===== config.mk =====
export PLATFORM = sky130hd
export DESIGN_NAME = clk_enable_gen
export DESIGN_NICKNAME = d
export VERILOG_FILES = /design/src/rtl/clk_enable_gen.sv
export SDC_FILE = /design/constraint.sdc
export NUM_CORES = 1
export LEC_CHECK = 0
export CORE_MARGIN = 4
export CORE_UTILIZATION = 56
export CTS_BUF_LIST = sky130_fd_sc_hd__clkbuf_8
export CTS_CLUSTER_SIZE = 10
export DETAILED_ROUTE_END_ITERATION = 6
export GPL_TIMING_DRIVEN = 1
export HOLD_SLACK_MARGIN = 0.08
export PLACE_DENSITY = 0.75
export REMOVE_ABC_BUFFERS = 1
export SYNTH_ARGS = -nofsm -noshare
export SYNTH_HDL_FRONTEND = slang
export SYNTH_SLANG_ARGS = --single-unit

===== constraint.sdc =====
create_clock -name clk -period 6.3 [get_ports clk]
set_input_delay 1.26 -clock clk [delete_from_list [all_inputs] [get_ports clk]]
set_output_delay 1.26 -clock clk [all_outputs]
set_load 0.1 [all_outputs]

===== src/rtl/clk_enable_gen.sv =====
// ---------------------------------------------------------------------------
// clk_enable_gen
//
// Multi-channel clock-enable generator. Each channel divides the system
// clock by a runtime-programmable divisor and produces a one-cycle enable
// pulse (tick) at the end of every period plus a registered square wave
// (toggle) that inverts on every tick. Divisor writes are staged and only
// take effect at the channel's next terminal edge, so the period in flight
// always completes at the old divisor.
//
// Parameters
//   NUM_CH   number of independent divider channels (1..8)
//   DIV_W    divisor / counter width in bits
//   DEF_DIV  divisor loaded into every channel on reset
//
// Ports
//   clk           system clock, all state on rising edge
//   rst           asynchronous active-high reset
//   en            global count enable
//   sync_restart  realign all channels to phase 0, apply pending divisors
//   div_wr        divisor write strobe
//   div_wr_ch     target channel of the write (out-of-range writes ignored)
//   div_wr_val    new divisor value (0 behaves as a divisor of 1)
//   tick          per-channel one-cycle enable pulse (registered)
//   toggle        per-channel square wave, period 2*P (registered)
//   all_tick      registered pulse when every channel ticks together
//   pend          per-channel divisor-write-pending flag
// ---------------------------------------------------------------------------
module clk_enable_gen #(
    parameter int NUM_CH  = 2,
    parameter int DIV_W   = 8,
    parameter int DEF_DIV = 4,
    localparam int CH_W   = (NUM_CH > 1) ? $clog2(NUM_CH) : 1
) (
    input  logic              clk,
    input  logic              rst,
    input  logic              en,
    input  logic              sync_restart,
    input  logic              div_wr,
    input  logic [CH_W-1:0]   div_wr_ch,
    input  logic [DIV_W-1:0]  div_wr_val,
    output logic [NUM_CH-1:0] tick,
    output logic [NUM_CH-1:0] toggle,
    output logic              all_tick,
    output logic [NUM_CH-1:0] pend
);

    // Channel count widened by one bit so NUM_CH itself is representable
    // when comparing against the write address.
    localparam logic [CH_W:0]    NUM_CH_L  = (CH_W + 1)'(NUM_CH);
    localparam logic [DIV_W-1:0] DEF_DIV_L = DIV_W'(DEF_DIV);

    logic             wr_ok;
    logic [NUM_CH-1:0] term_hit;

    assign wr_ok = div_wr && ({1'b0, div_wr_ch} < NUM_CH_L);

    genvar i;
    generate
        for (i = 0; i < NUM_CH; i++) begin : g_ch
            logic [DIV_W-1:0] cnt;
            logic [DIV_W-1:0] active_div;
            logic [DIV_W-1:0] pend_div;
            logic             pend_valid;
            logic             tick_q;
            logic             toggle_q;
            logic [DIV_W-1:0] last_cnt;
            logic             terminal;
            logic             wr_hit;

            // Terminal count is P-1; a zero divisor is treated as P = 1,
            // which makes every enabled edge terminal.
            assign last_cnt = (active_div == '0) ? '0 : active_div - 1'b1;
            assign terminal = (cnt == last_cnt);
            assign wr_hit   = wr_ok && (div_wr_ch == CH_W'(i));

            assign term_hit[i] = en && terminal;

            always_ff @(posedge clk or posedge rst) begin
                if (rst) begin
                    cnt        <= '0;
                    active_div <= DEF_DIV_L;
                    pend_div   <= '0;
                    pend_valid <= 1'b0;
                    tick_q     <= 1'b0;
                    toggle_q   <= 1'b0;
                end else if (sync_restart) begin
                    // A same-cycle write supersedes any older pending value.
                    cnt        <= '0;
                    tick_q     <= 1'b0;
                    toggle_q   <= 1'b0;
                    pend_valid <= 1'b0;
                    if (wr_hit) begin
                        active_div <= div_wr_val;
                    end else if (pend_valid) begin
                        active_div <= pend_div;
                    end
                end else if (en && terminal) begin
                    // End of period: the new divisor (write on this very
                    // edge first, else the staged one) governs the next one.
                    cnt        <= '0;
                    tick_q     <= 1'b1;
                    toggle_q   <= ~toggle_q;
                    pend_valid <= 1'b0;
                    if (wr_hit) begin
                        active_div <= div_wr_val;
                    end else if (pend_valid) begin
                        active_div <= pend_div;
                    end
                end else begin
                    tick_q <= 1'b0;
                    if (en) begin
                        cnt <= cnt + 1'b1;
                    end
                    // Mid-period write is staged; last write wins.
                    if (wr_hit) begin
                        pend_div   <= div_wr_val;
                        pend_valid <= 1'b1;
                    end
                end
            end

            assign tick[i]   = tick_q;
            assign toggle[i] = toggle_q;
            assign pend[i]   = pend_valid;
        end
    endgenerate

    always_ff @(posedge clk or posedge rst) begin
        if (rst) begin
            all_tick <= 1'b0;
        end else begin
            all_tick <= !sync_restart && (&term_hit);
        end
    end

endmodule


==> results.toml <==
[critical_path]
rr_startpoint = "g_ch[1].active_div[0]"
reg2regPathDepth = 9
ff2ff_setup_slack_ps = 2650
cp-start-kind = "input pin"
crit_start = "en"
path_max_fanout = 18
r2r_end = "g_ch[1].active_div[7]"
worst-setup-path-type = "input pin to register"
required_ps = 6520
worstPathArrival_ps = 4260
critPathCaptureType = "register"
cp-endpoint = "g_ch[0].active_div[4]"

[clock_network]
clk_pin_slew_ps = 90
cts_tree = "yes"
clock_latency_ps = 300
holdBufCountCts = 0
cts_resized = 0
clockBufferDepth = 2
cts_root_buf = "clkbuf_8"
h-tree-depth = 2
numClockSinks = 55
post_cts_buffers = 0
cts_buffers = 5

[sta]
drv_slew = 0
fin_skew_ps = 8.98
setup_viol = 0
fin_crit_sh_pct = 64.2
hold_viol_final = 0
timing.final.crit_period_ps = 4040
rsz0062_at_grt = "no"
fmax_mhz = 247
holdWs_ps = 515
fin_tns_setup_ps = 0
slew_headroom_pct = 33.7
worst_pin_slew_ps = 991
fin_ws_ps = 2260

[synth]
synth.most_common_cell = "dfrtp_1"
synth_top_area_share_pct = 41.3
syn_area_per_cell_um2 = 10.0
synth_ff_type = "dfrtp_1"
synth_edf_count = 0
yosys_register_bits = 55
synthCells = 320
synth_cell_types = 59
synthTopCellsByArea = "dfrtp_1 (41%), mux2_2 (6.0%), a2bb2oi_1 (3.8%), o22ai_1 (3.5%), nor2_1 (3.2%)"
ys_seq_area_share_pct = 42.9
ys_warn_count = 0
yosysTopAreaCell = "dfrtp_1"
async_flop_share_pct = 100
synth_top_cells_by_count = "dfrtp_1 (53), nor2_1 (27), nand2_1 (21), o22ai_1 (18), mux2_2 (17)"
synth_area_um2 = 3210

[final_layout]
utilization_pct = 63.3
fin_cells = 400
area_delta_synth_final_pct = 9.11
drive_above_1_share_pct = 12.5
diodes = 0
nets = 345

[placed_design]
dp_cells = 392
dpl.hpwl_mm = 4.92
place_ws_ps = 1970
gp_congestion = 0.894
port_buffers = 20

[die]
start_util_pct = 58.0
ios = 21
dieArea_um2 = 7010
rows = 27
die_x_um = 83.7
die_y_um = 83.7
core_um2 = 5540

[power_and_ir_drop]
power_density_nw_per_um2 = 252
power_leakage_nw = 1.34
vdd_drop_max_uv = 141

[grt]
antenna_found_initial = 0
grt_pass1_vias = 2274
grt_use_total_pct = 20.2
grt_max_degree = 56
overflow = 0
grt_first_pass_wirelength_mm = 11.6

[route]
drt_iter0_markers = 154
antenna_left = 0
post_drt_wl_per_cell_um = 17.1
vias_per_cell = 6.22
wl_mm = 6.84
drt_first_pass_iters = 5
drcViolationCount = 0
dr_total_vias = 2489

[status]
status = "finished, final reports clean"

[hold_path]
hold_path.class = "register to register"

[flow_run]
cap_violations = 0
-- state kept, by name, indices dropped and copies added, names as in the netlist --
name,flops
all_tick,1
g_ch.active_div,16
g_ch.cnt,16
g_ch.pend_div,16
g_ch.pend_valid,2
g_ch.tick_q,2
g_ch.toggle_q,2
-- cells in the final DEF (no fill, tap or decap), drive strengths merged, types with 3 or more instances in the layout --
| master | netlist | routed |
|---|---|---|
| dfrtp | 53 | 53 |
| nor2 | 28 | 28 |
| nand2 | 21 | 21 |
| clkdlybuf4s50 | 0 | 20 |
| o22ai | 18 | 18 |
| mux2 | 17 | 17 |
| a2bb2oi | 14 | 14 |
| inv | 12 | 14 |
| a21oi | 12 | 12 |
| xor2 | 11 | 11 |
| o21ai | 11 | 11 |
| xnor2 | 10 | 10 |
| or4 | 7 | 7 |
| nor3 | 7 | 7 |
| nand3 | 6 | 6 |
| clkbuf | 9 | 5 |
| or3 | 4 | 4 |
| nand4 | 4 | 4 |
| o211ai | 4 | 4 |
| ha | 4 | 4 |
| a21boi | 4 | 4 |
| or4b | 4 | 4 |
| a22oi | 3 | 3 |
| o31ai | 3 | 3 |
| and3 | 3 | 3 |
| o2111ai | 3 | 3 |
| nor4b | 3 | 3 |
| nor4 | 3 | 3 |
-- final cells by class --
| cell class | count | area [µm²] |
|---|---|---|
| multi-input cells | 232 | 1680 |
| clock buffers | 5 | 68.8 |
| flip-flops and latches | 55 | 1380 |
| well taps | 72 | 90.1 |
| fillers | 454 | 2030 |
| clock inverters | 3 | 37.5 |
| inverters | 12 | 45.0 |
| repair buffers | 21 | 208 |
-- through the flow --
stage	power, mW	instance area [µm²]
after global routing	0.935	3510
after CTS	0.888	3510
final	0.882	3510
after floorplan	0.604	3100
after detailed placement	0.665	3400
after global placement	0.659	3400
-- logic make-up (layout without fill, tap and decap cells) --
logic type               Yosys count  in the layout  synth area share (%)
AO/OA/AOI/OAI                     90             90                  21.4
adder cells (fa/ha/maj)            4              4                  1.56
AND/OR/NAND/NOR                  100            100                  17.6
buffers and inverters             33             41                  4.87
multiplexers                      17             17                  5.96
XOR/XNOR                          21             21                  5.72
flip-flops                        55             55                  42.9
-- power by group --
group / total, mW / internal (mW) / switching, mW
Combinational: 0.203 / 0.0997 / 0.103
Sequential: 0.459 / 0.400 / 0.0592
Clock: 0.220 / 0.116 / 0.104
Total: 0.882 / 0.616 / 0.267
-- how the worst min path moves through the flow --
stage / startpoint / end / cells after the start / slack [ps]
finish: g_ch[1].pend_div[5] / g_ch[1].pend_div[5] / 1 / 510
global route: g_ch[0].pend_div[7] / g_ch[0].pend_div[7] / 1 / 540
CTS: g_ch[0].pend_div[7] / g_ch[0].pend_div[7] / 1 / 520
detailed placement: g_ch[0].pend_div[7] / g_ch[0].pend_div[7] / 1 / 500
global placement: g_ch[1].pend_div[4] / g_ch[1].pend_div[4] / 1 / 490
floorplan: g_ch[0].pend_div[0] / g_ch[0].pend_div[0] / 1 / 480
-- worst max-delay path: stages --
cell and delay, ps:
clkdlybuf4s50_1 860, inv_1 250, a221oi_1 260, nand2_1 100
a2111oi_2 320, a31o_1 640, a21boi_4 380, a2bb2oi_1 190
-- layer usage --
layer / track usage (%) / vias up / routed length, µm
met5: 0 / - / 0
met4: 5.70 / 0 / 95
met3: 3.16 / 10 / 348
met2: 31.5 / 77 / 3140
met1: 29.2 / 1192 / 3250
li1: - / 1210 / -
Note: power is estimated with default switching activity, not from simulation.
==> edit: new RTL, same flow settings <==
The parameter `NUM_CH` goes from 2 to 4.
--- a/src/rtl/clk_enable_gen.sv
+++ b/src/rtl/clk_enable_gen.sv
@@ -27,7 +27,7 @@
 //   pend          per-channel divisor-write-pending flag
 // ---------------------------------------------------------------------------
 module clk_enable_gen #(
-    parameter int NUM_CH  = 2,
+    parameter int NUM_CH  = 4,
     parameter int DIV_W   = 8,
     parameter int DEF_DIV = 4,
     localparam int CH_W   = (NUM_CH > 1) ? $clog2(NUM_CH) : 1
Ports: changed (resized div_wr_ch, pend, tick and toggle); port bits go from 21 to 28. No check against the original RTL was run, so the function may have changed too.
==> edit against the unedited design <==
- maximum frequency grew 11%
- largest power group unchanged
- clock power grew 99%
- worst setup slack gained 0.39 ns
- register-to-register slack gained 0.08 ns
- power grew 130%
- design area grew 91%
- wire length grew 110%
- synthesized area grew 94%
- combinational power grew to 2.8 times the old value
- via count grew 93%
- sequential cell count grew 54
- highest routed layer unchanged
- largest cell class unchanged
- die area grew 84%
==> edit: results (changes against the unedited design) <==
| Metric | Value |
|---|---|
| Met3 Wirelength | `617 um (+77%)` |
| Leak pwr | `2.71 nW (+100%)` |
| Crit-path max FO | `19 (+1)` |
| Ratio of cells with drive above 1 in the final layout | `11.3% (-1.2 points)` |
| Max incr delay on CP | `0.50 ns (-0.36 ns)` |
| Largest net degree at the start of global routing | `64 (+14%)` |
| Yosys cell types | `82 (+39%)` |
| # nets final | `640 (+86%)` |
| Status | `completed` |
| Port bufs | `27 (+35%)` |
| Drt initial violations | `299 (+94%)` |
| Wire length on met2 | `6700 um (+110%)` |
| Top Registers | `g_ch.active_div x32, g_ch.cnt x32, g_ch.pend_div x32` |
| Met1 WL | `6660 um (+100%)` |
| Reg-to-reg endpoint | `g_ch[2].active_div[7]` |
| Slowest CP cell | `nand2_1` |
| Top post-synthesis cells by area | `dfrtp_1 (42%), mux2_2 (5.1%), xnor2_1 (4.1%), nor2_1 (3.4%), xor2_1 (2.8%)` |
| Post-synth top cells | `dfrtp_1 (105), nor2_1 (57), nand2_1 (33)` |
| Post-Place Worst Slack | `2.30 ns (+0.334 ns)` |
| Layout fillers | `902 (+99%)` |
| Setup skew after layout | `0.0149 ns (+0.00590 ns)` |
| Num CTS Buffers | `9 (+4)` |
| Per-cell routed wire length | `18.6 um (+8.8%)` |
| CTS H-Tree Depth | `3 (+1)` |
| Global-route wire length before repair | `23900 um (+110%)` |
## edit: metal layers
layer / global-route usage [%] / vias to the layer above
met5: 0 / -
li1: - / 2248
met1: 33.8 / 2399
met4: 5.93 / 0
met3: 4.99 / 19
met2: 35.9 / 130
## edit: kinds of logic (layout without fill, tap and decap cells)
group,count (synthesis),count (layout),share of synthesized area [%]
fa+ha+maj,8,8,1.61
flops,109,109,43.8
compound gates,127,127,15.7
xor+xnor,49,49,6.89
mux,49,49,8.71
simple gates,204,204,18.0
buf+inv,71,76,5.26
## edit: metrics by stage
| step | utilization (%) | power, mW | instance area, sq um |
|---|---|---|---|
| final | 61.5 | 2.00 | 6690 |
| after global routing | 61.5 | 2.13 | 6690 |
| after CTS | 61.5 | 2.00 | 6690 |
| after detailed placement | 59.6 | 1.57 | 6490 |
| after global placement | 59.6 | 1.54 | 6490 |
| after floorplan | - | 1.40 | 6010 |
## edit: power breakdown
part / internal [mW] / total, mW / switching [mW]
Sequential: 0.830 / 0.994 / 0.165
Clock: 0.194 / 0.438 / 0.244
Combinational: 0.274 / 0.569 / 0.295
Total: 1.30 / 2.00 / 0.704
## edit: how the worst max path moves through the flow
stage	from	to	slack (ns)	cells after the start
after floorplan	rst	all_tick	2.17	1
after global placement	en	g_ch[2].active_div[7]	2.41	9
after global routing	en	g_ch[2].active_div[7]	2.43	9
after CTS	en	g_ch[2].active_div[7]	2.72	9
after detailed placement	en	g_ch[2].active_div[7]	2.30	9
final	en	g_ch[2].active_div[7]	2.65	9
## edit: cell type report
cell class / instances / area, sq um / share of cell area, %
tap: 140 / 175 / 2.62
multi-input combinational: 437 / 3170 / 47.4
timing repair buffer: 31 / 300 / 4.49
clock buffer: 10 / 138 / 2.06
inverter: 29 / 111 / 1.66
clock inverter: 6 / 62.6 / 0.935
sequential: 109 / 2730 / 40.8
